--- src/rtl/sol1_bus_pkg.sv ---
// Shared definitions for the sol1 DMA block: FSM states, register map, CTRL bits.
// Latency: n/a (package only).
// Backpressure: n/a (package only).
package sol1_bus_pkg;

    localparam int         BUS_ADDR_W   = 22;
    localparam logic [7:0] IO_BASE_DFLT = 8'hE0;

    typedef enum logic [2:0] {
        ST_IDLE = 3'd0,
        ST_REQ  = 3'd1,
        ST_RD   = 3'd2,
        ST_WR   = 3'd3,
        ST_DONE = 3'd4
    } dma_state_t;

    // Register offsets inside the 8-byte I/O window
    localparam logic [2:0] OFF_SRC0 = 3'd0;
    localparam logic [2:0] OFF_SRC1 = 3'd1;
    localparam logic [2:0] OFF_SRC2 = 3'd2;
    localparam logic [2:0] OFF_DST0 = 3'd3;
    localparam logic [2:0] OFF_DST1 = 3'd4;
    localparam logic [2:0] OFF_DST2 = 3'd5;
    localparam logic [2:0] OFF_LEN  = 3'd6;
    localparam logic [2:0] OFF_CTRL = 3'd7;

    // CTRL bit positions (write side: START/IRQ_EN/clear bits, read side: status)
    localparam int CTRL_START  = 0;
    localparam int CTRL_BUSY   = 0;
    localparam int CTRL_IRQ_EN = 1;
    localparam int CTRL_ERR    = 6;
    localparam int CTRL_DONE   = 7;

    // I/O window decode: only the low address byte takes part.
    function automatic logic io_window_hit(input logic [7:0] a, input logic [7:0] base,
                                           input logic mem_io);
        return (a[7:3] == base[7:3]) && !mem_io;
    endfunction

endpackage

--- src/rtl/sol1_dma_regs.sv ---
// Register file for the DMA channel: window decode, read mux, SRC/DST/LEN counters, DONE/ERR flags.
// Latency: reads are combinational; writes commit on the clk edge with wr & hit.
// Backpressure: none; CPU accesses always complete, writes to 0-6 are dropped while busy.
// Ports: CPU side (addr_lo, cpu_wdata, rd, wr, mem_io, reg_hit, reg_rdata); FSM side
//   (busy, step, done_set, err_set in; start, src, dst, len out); irq level out.
module sol1_dma_regs
    import sol1_bus_pkg::*;
#(
    parameter int         ADDR_W  = BUS_ADDR_W,
    parameter logic [7:0] IO_BASE = IO_BASE_DFLT
) (
    input  logic              clk,
    input  logic              arst,
    input  logic [7:0]        addr_lo,
    input  logic [7:0]        cpu_wdata,
    input  logic              rd,
    input  logic              wr,
    input  logic              mem_io,
    input  logic              busy,
    input  logic              step,
    input  logic              done_set,
    input  logic              err_set,
    output logic              reg_hit,
    output logic [7:0]        reg_rdata,
    output logic              start,
    output logic [ADDR_W-1:0] src,
    output logic [ADDR_W-1:0] dst,
    output logic [7:0]        len,
    output logic              irq
);

    logic       hit;
    logic       wr_en;
    logic       ctrl_wr;
    logic [2:0] off;
    logic       done;
    logic       err;
    logic       irq_en;

    assign off     = addr_lo[2:0];
    assign hit     = io_window_hit(addr_lo, IO_BASE, mem_io);
    assign wr_en   = wr && hit;
    assign ctrl_wr = wr_en && (off == OFF_CTRL);
    assign reg_hit = rd && hit;
    assign start   = ctrl_wr && !busy && cpu_wdata[CTRL_START];
    assign irq     = done && irq_en;

    // LEN doubles as the remaining-byte counter; 0 means 256 because the
    // FSM finishes on the step taken while it reads 1.
    always_ff @(posedge clk) begin
        if (arst) begin
            src    <= '0;
            dst    <= '0;
            len    <= '0;
            irq_en <= 1'b0;
            done   <= 1'b0;
            err    <= 1'b0;
        end else begin
            if (step) begin
                src <= src + 1'b1;
                dst <= dst + 1'b1;
                len <= len - 8'd1;
            end else if (wr_en && !busy) begin
                case (off)
                    OFF_SRC0: src[7:0]         <= cpu_wdata;
                    OFF_SRC1: src[15:8]        <= cpu_wdata;
                    OFF_SRC2: src[ADDR_W-1:16] <= cpu_wdata[ADDR_W-17:0];
                    OFF_DST0: dst[7:0]         <= cpu_wdata;
                    OFF_DST1: dst[15:8]        <= cpu_wdata;
                    OFF_DST2: dst[ADDR_W-1:16] <= cpu_wdata[ADDR_W-17:0];
                    OFF_LEN:  len              <= cpu_wdata;
                    default:  ;
                endcase
            end

            if (ctrl_wr && !busy) begin
                irq_en <= cpu_wdata[CTRL_IRQ_EN];
            end

            // Hardware set beats a software clear landing on the same edge.
            if (done_set) begin
                done <= 1'b1;
            end else if (ctrl_wr && cpu_wdata[CTRL_DONE]) begin
                done <= 1'b0;
            end

            if (err_set) begin
                err <= 1'b1;
            end else if (ctrl_wr && cpu_wdata[CTRL_ERR]) begin
                err <= 1'b0;
            end
        end
    end

    always_comb begin
        reg_rdata = '0;
        case (off)
            OFF_SRC0: reg_rdata = src[7:0];
            OFF_SRC1: reg_rdata = src[15:8];
            OFF_SRC2: reg_rdata = 8'(src[ADDR_W-1:16]);
            OFF_DST0: reg_rdata = dst[7:0];
            OFF_DST1: reg_rdata = dst[15:8];
            OFF_DST2: reg_rdata = 8'(dst[ADDR_W-1:16]);
            OFF_LEN:  reg_rdata = len;
            OFF_CTRL: begin
                reg_rdata[CTRL_DONE]   = done;
                reg_rdata[CTRL_ERR]    = err;
                reg_rdata[CTRL_IRQ_EN] = irq_en;
                reg_rdata[CTRL_BUSY]   = busy;
            end
            default:  reg_rdata = '0;
        endcase
    end

endmodule

--- src/rtl/sol1_dma_ctrl.sv ---
// Single-channel DMA: requests the CPU bus, copies LEN bytes SRC->DST, raises a level irq when done.
// Latency: one REQ cycle minimum before the grant is used, then 2 cycles/byte plus one per m_wait cycle.
// Backpressure: m_wait holds the current RD/WR phase; losing dma_ack mid-burst aborts with ERR.
// Ports: clk/arst; CPU register window (addr, cpu_wdata, rd, wr, mem_io, reg_hit, reg_rdata);
//   bus handshake (dma_req, dma_ack); master bus (m_addr, m_wdata, m_rd, m_wr, m_mem_io, m_oe,
//   m_rdata, m_wait); irq.
module sol1_dma_ctrl
    import sol1_bus_pkg::*;
#(
    parameter int         ADDR_W  = BUS_ADDR_W,
    parameter logic [7:0] IO_BASE = IO_BASE_DFLT
) (
    input  logic              clk,
    input  logic              arst,
    input  logic [ADDR_W-1:0] addr,
    input  logic [7:0]        cpu_wdata,
    input  logic              rd,
    input  logic              wr,
    input  logic              mem_io,
    output logic              reg_hit,
    output logic [7:0]        reg_rdata,
    output logic              dma_req,
    input  logic              dma_ack,
    output logic [ADDR_W-1:0] m_addr,
    output logic [7:0]        m_wdata,
    output logic              m_rd,
    output logic              m_wr,
    output logic              m_mem_io,
    output logic              m_oe,
    input  logic [7:0]        m_rdata,
    input  logic              m_wait,
    output logic              irq
);

    dma_state_t        state;
    dma_state_t        state_nxt;
    logic [7:0]        buffer;
    logic [ADDR_W-1:0] src;
    logic [ADDR_W-1:0] dst;
    logic [7:0]        len;
    logic              busy;
    logic              start;
    logic              on_bus;
    logic              abort;
    logic              rd_done;
    logic              wr_done;
    logic              last_byte;
    logic              unused_addr_hi;

    // Window decode only looks at the low address byte.
    assign unused_addr_hi = ^addr[ADDR_W-1:8];

    assign busy      = (state == ST_REQ) || (state == ST_RD) || (state == ST_WR);
    assign on_bus    = (state == ST_RD) || (state == ST_WR);
    assign abort     = on_bus && !dma_ack;
    assign rd_done   = (state == ST_RD) && dma_ack && !m_wait;
    assign wr_done   = (state == ST_WR) && dma_ack && !m_wait;
    assign last_byte = (len == 8'd1);

    sol1_dma_regs #(
        .ADDR_W  (ADDR_W),
        .IO_BASE (IO_BASE)
    ) u_regs (
        .clk       (clk),
        .arst      (arst),
        .addr_lo   (addr[7:0]),
        .cpu_wdata (cpu_wdata),
        .rd        (rd),
        .wr        (wr),
        .mem_io    (mem_io),
        .busy      (busy),
        .step      (wr_done),
        .done_set  (wr_done && last_byte),
        .err_set   (abort),
        .reg_hit   (reg_hit),
        .reg_rdata (reg_rdata),
        .start     (start),
        .src       (src),
        .dst       (dst),
        .len       (len),
        .irq       (irq)
    );

    always_comb begin
        state_nxt = state;
        case (state)
            ST_IDLE: if (start) state_nxt = ST_REQ;
            ST_REQ:  if (dma_ack) state_nxt = ST_RD;
            ST_RD: begin
                if (!dma_ack)     state_nxt = ST_IDLE;
                else if (!m_wait) state_nxt = ST_WR;
            end
            ST_WR: begin
                if (!dma_ack)     state_nxt = ST_IDLE;
                else if (!m_wait) state_nxt = last_byte ? ST_DONE : ST_RD;
            end
            // START is accepted here too since BUSY already reads 0.
            ST_DONE: state_nxt = start ? ST_REQ : ST_IDLE;
            default: state_nxt = ST_IDLE;
        endcase
    end

    always_ff @(posedge clk) begin
        if (arst) begin
            state  <= ST_IDLE;
            buffer <= '0;
        end else begin
            state <= state_nxt;
            if (rd_done) begin
                buffer <= m_rdata;
            end
        end
    end

    // Master outputs are gated by dma_ack so an abort releases the bus in
    // the same cycle the grant disappears.
    assign m_oe     = on_bus && dma_ack;
    assign m_rd     = (state == ST_RD) && dma_ack;
    assign m_wr     = (state == ST_WR) && dma_ack;
    assign m_addr   = m_rd ? src : (m_wr ? dst : '0);
    assign m_wdata  = m_wr ? buffer : '0;
    assign m_mem_io = 1'b1;
    assign dma_req  = (state == ST_REQ) || m_oe;

endmodule

--- config.mk ---
export PLATFORM = sky130hd
export DESIGN_NAME = sol1_dma_ctrl
export DESIGN_NICKNAME = d
export VERILOG_FILES = /design/src/rtl/sol1_bus_pkg.sv /design/src/rtl/sol1_dma_regs.sv /design/src/rtl/sol1_dma_ctrl.sv
export SDC_FILE = /design/constraint.sdc
export NUM_CORES = 1
export LEC_CHECK = 0
export CORE_ASPECT_RATIO = 0.8
export CORE_MARGIN = 3
export CORE_UTILIZATION = 39
export DETAILED_ROUTE_END_ITERATION = 10
export MAX_ROUTING_LAYER = met4
export PLACE_DENSITY_LB_ADDON = 0.3
export SYNTH_ARGS = -nofsm -noshare
export SYNTH_HDL_FRONTEND = slang
export SYNTH_HIERARCHICAL = 1
export SYNTH_SLANG_ARGS = --single-unit
--- constraint.sdc ---
create_clock -name clk -period 2.33 [get_ports clk]
set_input_delay 0.3495 -clock clk [delete_from_list [all_inputs] [get_ports clk]]
set_output_delay 0.3495 -clock clk [all_outputs]
set_load 0.005 [all_outputs]
**Word level (Yosys, flattened, before mapping)**

Index checks and enable logic that the tools add are counted.

- Register bits: 66
- Input port bits: 45
- Output and inout port bits: 45
- Logic and storage cells: 110

- Add/subtract/negate cells: 3
- Equality and inequality tests: 17
- Muxes and demuxes: 32
- Reduce and logical (&&, ||, !) cells: 46

Operators by type and width:

| cell | count |
|---|---|
| 22-bit two-way mux | 6 |
| 8-bit two-way mux | 8 |
| 22-bit by 1-bit adder with 22-bit output, second input constant | 2 |
| 4-bit one-hot mux with 7 select lines | 1 |
| 3-bit two-way mux | 7 |
| 2-bit nonzero test | 10 |
| 1-bit logical AND | 17 |
| 2-bit one-hot mux with 8 select lines | 1 |
| 3-bit equality test, second input constant | 5 |
| 3-bit one-hot mux with 5 select lines | 1 |
| 2-bit one-hot mux with 7 select lines | 1 |
| 2-bit AND reduction | 7 |
| 3-bit by 2-bit equality test with 1-bit output, second input constant | 4 |
| 6-bit two-way mux | 2 |
| 8-bit by 1-bit equality test with 1-bit output, second input constant | 1 |
| 8-bit by 1-bit subtractor with 8-bit output, second input constant | 1 |
| 3-bit by 1-bit equality test with 1-bit output, second input constant | 2 |
| 3-bit zero test | 2 |
| 3-bit inequality test, second input constant | 2 |
| 5-bit equality test, second input constant | 1 |
| 1-bit two-way mux | 5 |
| 1-bit zero test | 4 |
| 1-bit logical OR | 4 |
| 2-bit inequality test, second input constant | 2 |
| 2 further kinds | 2 |

**Depth between registers and ports, before layout**

- Depth in word-level cells: 8
- Gate-level depth with buffers: 11
- Depth with buffers taken out: 9

**Hierarchy**

The synthesis kept the hierarchy.

By module, submodules not included:

| module | times used | cells each | area each (µm²) | sequential area each (µm²) |
|---|---|---|---|---|
| sol1_dma_regs | 1 | 487 | 3703.6 | 1101.1 |
| sol1_dma_ctrl | 1 | 138 | 1016.0 | 220.2 |

**Worst setup path after synthesis**

OpenSTA, ideal clock, no wires.

- Path type: register -> register
- Start point: reg state[0]
- End point: reg state[1]
- Setup time: 122 ps
- Data arrival time: 2177 ps
- Data required time: 2208 ps
- Setup slack: 32 ps
- Cell stages (with the launch flop): 12
- Buffers on the path: 2
- Period minus slack after synthesis: 2298 ps
- Cell sequence: dfxtp_1 buf_2 clkbuf_1 nor2_1 nor2_1 nor2b_1 nand4_1 nor2_1 and2_1 mux2_4 or3_1 o311a_1

- Longest elaborated chain between the ends: 8
- Elaborated cells between the ends (all ways): 16
- Those cells by class: eq/ne (8); mux (1); reduce/logical (7)

RTL lines:

| what | line | RTL |
|---|---|---|
| from (decl) | sol1_dma_ctrl.sv:35 | `dma_state_t state;` |
| from (signal assigned) | sol1_dma_ctrl.sv:108 | `state <= state_nxt;` |
| 3-bit by 1-bit equality test with 1-bit output / 3-bit by 2-bit equality test with 1-bit output (equally long branches) | sol1_dma_ctrl.sv:53 | `assign busy = (state == ST_REQ) \|\| (state == ST_RD) \|\| (state == ST_WR);` |
| 1-bit logical OR | sol1_dma_ctrl.sv:53 |  |
| 1-bit logical OR * | sol1_dma_ctrl.sv:53 |  |
| named net busy | sol1_dma_ctrl.sv:41 | `logic busy;` |
| 1-bit zero test * | sol1_dma_regs.sv:45 | `assign start = ctrl_wr && !busy && cpu_wdata[CTRL_START];` |
| 1-bit logical AND * (2 in series) | sol1_dma_regs.sv:45 |  |
| named net start | sol1_dma_ctrl.sv:42 | `logic start;` |
| 2-bit inequality test (no line) * | -- |  |
| 4-bit AND reduction (no line) * | -- |  |

The timed path passes the listed nets; every way through them passes the cells marked *.
A chain may end at the register's enable or synchronous reset.

**Worst setup path in the final report**

- Start point: reg u_regs.src[11]
- End point: out reg_rdata[3]

- Longest elaborated chain between the ends: 1

RTL lines:

| what | line | RTL |
|---|---|---|
| from (decl) | sol1_dma_regs.sv:26 | `output logic [ADDR_W-1:0] src,` |
| from (signal assigned) | sol1_dma_regs.sv:60 | `src <= src + 1'b1;` |
| from (signal assigned) | sol1_dma_regs.sv:66 | `OFF_SRC1: src[15:8] <= cpu_wdata;` |
| from (signal, indexed assignment) | sol1_dma_regs.sv:67 | `OFF_SRC2: src[ADDR_W-1:16] <= cpu_wdata[ADDR_W-17:0];` |
| 4-bit one-hot mux with 7 select lines | sol1_dma_regs.sv:97 | `case (off)` |
| to (decl) | sol1_dma_ctrl.sv:21 | `output logic [7:0] reg_rdata,` |

Every way passes these cells.

==> impl_metrics.json <==
{
  "outcome": "finished, final reports clean",
  "ant_nets": 0,
  "irDropWorstVdd_uv": 533,
  "holdCritPathClass": "flop to flop",
  "num_antenna_cells": 0,
  "clock_skew_ps": 6.03,
  "place.gp.congestion": 0.993,
  "core_area_um2": 11600,
  "grt_first_pass_wirelength_um": 30700,
  "synthCells": 625,
  "syn_avg_cell_area_um2": 7.55,
  "drcViolationCount": 0,
  "drt_wl_total_um": 19800,
  "cts_buffers": 9,
  "dieArea_um2": 13500,
  "min_period_over_period_pct": 98.0,
  "fin_nets": 832,
  "ctsHtreeMaxLevel": 3,
  "firstDrtPassIters": 5,
  "pre_cts_ws_ps": -385,
  "place_inst": 908,
  "relSlewSlack_pct": 61.4,
  "async_flop_share_pct": 0,
  "vias": 5708,
  "ys_types": 76,
  "synth_flop_cell": "dfxtp_1",
  "cts_sinks": 66,
  "grt_max_degree": 39,
  "seq_area_frac_synth_pct": 28.0,
  "cts-hold-fix-buffers": 0,
  "vias_per_cell": 6.09,
  "insertion_delay_ps": 340,
  "cts_tree": "yes",
  "timing.final.ws_setup_ps": 46.0,
  "arrival_ps": 1930,
  "crit_type": "flop to primary output",
  "maxCapViolations": 0,
  "required_ps": 1980,
  "p_per_area_nw_per_um2": 433,
  "cp_num_buf_inv": 1,
  "setup_viol": 0,
  "crit_chain": "mux2i_1, o22ai_1, o21ai_1, nand2_1, clkdlybuf4s50_1",
  "first_global_vias": 5371,
  "fmax_mhz": 438,
  "cts_root_buf": "clkbuf_16",
  "yosysWarnings": 6,
  "synth_commonest_cells": "72 x nor2_1, 66 x dfxtp_1, 52 x a21oi_1",
  "path_max_fanout": 7,
  "synth-seq-cells": 66,
  "grt_overflow": 0,
  "path_clk_slew_ps": 60,
  "start_util_pct": 40.5,
  "yosysTopAreaCell": "dfxtp_1",
  "final_core_util_pct": 58.1,
  "tightest_slew_ps": 577,
  "netlist_top_cells_area": "dfxtp_1 28%, mux2i_1 6.6%, nor2_1 5.7%, a21oi_1 5.5%, nand3_1 4.8%",
  "cpPeakStageDelay_ps": 580,
  "rows": 35,
  "critPathTopFamily": "flip-flops",
  "ios": 90,
  "area_growth_pct": 43.5,
  "critPathSlowestCell": "dfxtp_1",
  "cts_max_path_buffers": 2,
  "io_buffers": 74,
  "leakagePower_nw": 2.56,
  "syn-num-nets": 673,
  "hold_viol_final": 0,
  "grtUsageTotal_pct": 30.3,
  "yosysMostFrequentCell": "nor2_1",
  "die-height_um": 104,
  "drive_gt1_share_pct": 23.8,
  "crit_path_end_kind": "primary output",
  "holdWs_ps": 473,
  "netlist_area_um2": 4720,
  "synth_enable_flop_cells": 0,
  "routedWlPerCell_um": 21.2,
  "period_minus_slack_ps": 2280,
  "instances_no_fill": 937,
  "start_kind": "flop",
  "die_width_um": 129,
  "drt_iter0_drc": 609,
  "synth_top_area_share_pct": 28.0,
  "hpwl_um": 15100,
  "slew_violations": 0,
  "antenna_found_initial": 0
}
repair_timing:
| item | CTS | global route |
|---|---|---|
| pin swaps | 1 | 3 |
| endpoints found under the hold margin | 0 | 0 |
| gates cloned | 1 | 0 |
| gates resized for setup | 26 | 26 |
| buffers inserted | 4 | 8 |
| setup endpoints to repair | 37 | 52 |
per-layer routing:
layer	routed length [um]	part of all wire [%]	global-route usage [%]
met1	8780	44	42.8
met2	8760	44	43.9
met3	1860	9.3	6.26
met4	453	2.3	8.40
met5	0	0	-
worst paths after layout:
| path | from | to | slack (ps) | cells past startpoint |
|---|---|---|---|---|
| max | u_regs/src[11] | reg_rdata[3] | 50 | 5 |
| min | u_regs/err | u_regs/err | 470 | 2 |
| max reg2reg | state[2] | u_regs/dst[4] | 220 | 10 |
| min reg2reg | u_regs/err | u_regs/err | 470 | 2 |
cell families after synthesis:
family | after synthesis | synth area share (%)
XOR/XNOR | 3 | 0.557
AND/OR/NAND/NOR | 281 | 31.6
AO/OA/AOI/OAI | 168 | 24.0
other | 1 | 0.0795
adder cells (fa/ha/maj) | 3 | 0.795
multiplexers | 39 | 9.04
flip-flops | 66 | 28.0
buffers and inverters | 64 | 5.97
cells in the final DEF, fill, tap and decap left out, types with 4 or more instances in the layout:
master	n
dfxtp_2	7
a211oi_1	7
clkdlybuf4s50_1	61
nand3b_1	5
mux2_2	5
o21ai_0	27
nand3_1	45
nor4_1	9
a2bb2oi_1	12
o221ai_1	4
o21a_1	4
mux2i_1	30
dlymetal6s2s_1	7
a311oi_1	4
a41oi_1	4
inv_1	24
and3_1	13
clkbuf_16	9
nor2_2	4
dfxtp_1	58
a31oi_1	15
nor2b_1	6
nor2_1	69
buf_6	5
nor3_1	25
nand2_1	46
nand2b_1	9
nand4_1	8
or2_2	5
a221oi_1	4
a21oi_1	51
buf_4	105
tightest hold or removal path, delay by kind of cell (launching register included):
family / cells / cell delay (ps)
compound gates: 2 / 120
flops: 1 / 310
where the power goes:
group / internal [mW] / switching [mW]
clock: 0.946 / 0.565
combinational: 0.135 / 0.160
sequential: 1.13 / 0.00170
total: 2.21 / 0.727
flip-flops by register name, indices dropped and copies added, names as in the netlist:
signal / flops
u_regs/len: 8
u_regs/err: 1
u_regs/src: 22
state: 3
u_regs/dst: 22
u_regs/done: 1
buffer: 8
u_regs/irq_en: 1
through the flow:
step	cell area [um2]	power, mW	TNS [ps]
global route	6770	3.01	-9.65
floorplan	4720	1.27	0
detailed placement	6220	1.44	-8680
CTS	6640	2.94	-96.7
global placement	6220	1.43	-8110
finish	6770	2.94	0
area by class of cell:
cell class                      instances  area (um2)
Multi-Input combinational cell        495        3190
Clock inverter                          7         103
Fill cell                            1045        4880
Sequential cell                        66        1330
Timing Repair inverter                  1        7.51
Tap cell                              148         185
Timing Repair Buffer                  186        1630
Clock buffer                            9         225
Inverter                               25        97.6
Power figures use the tool's default switching activity.
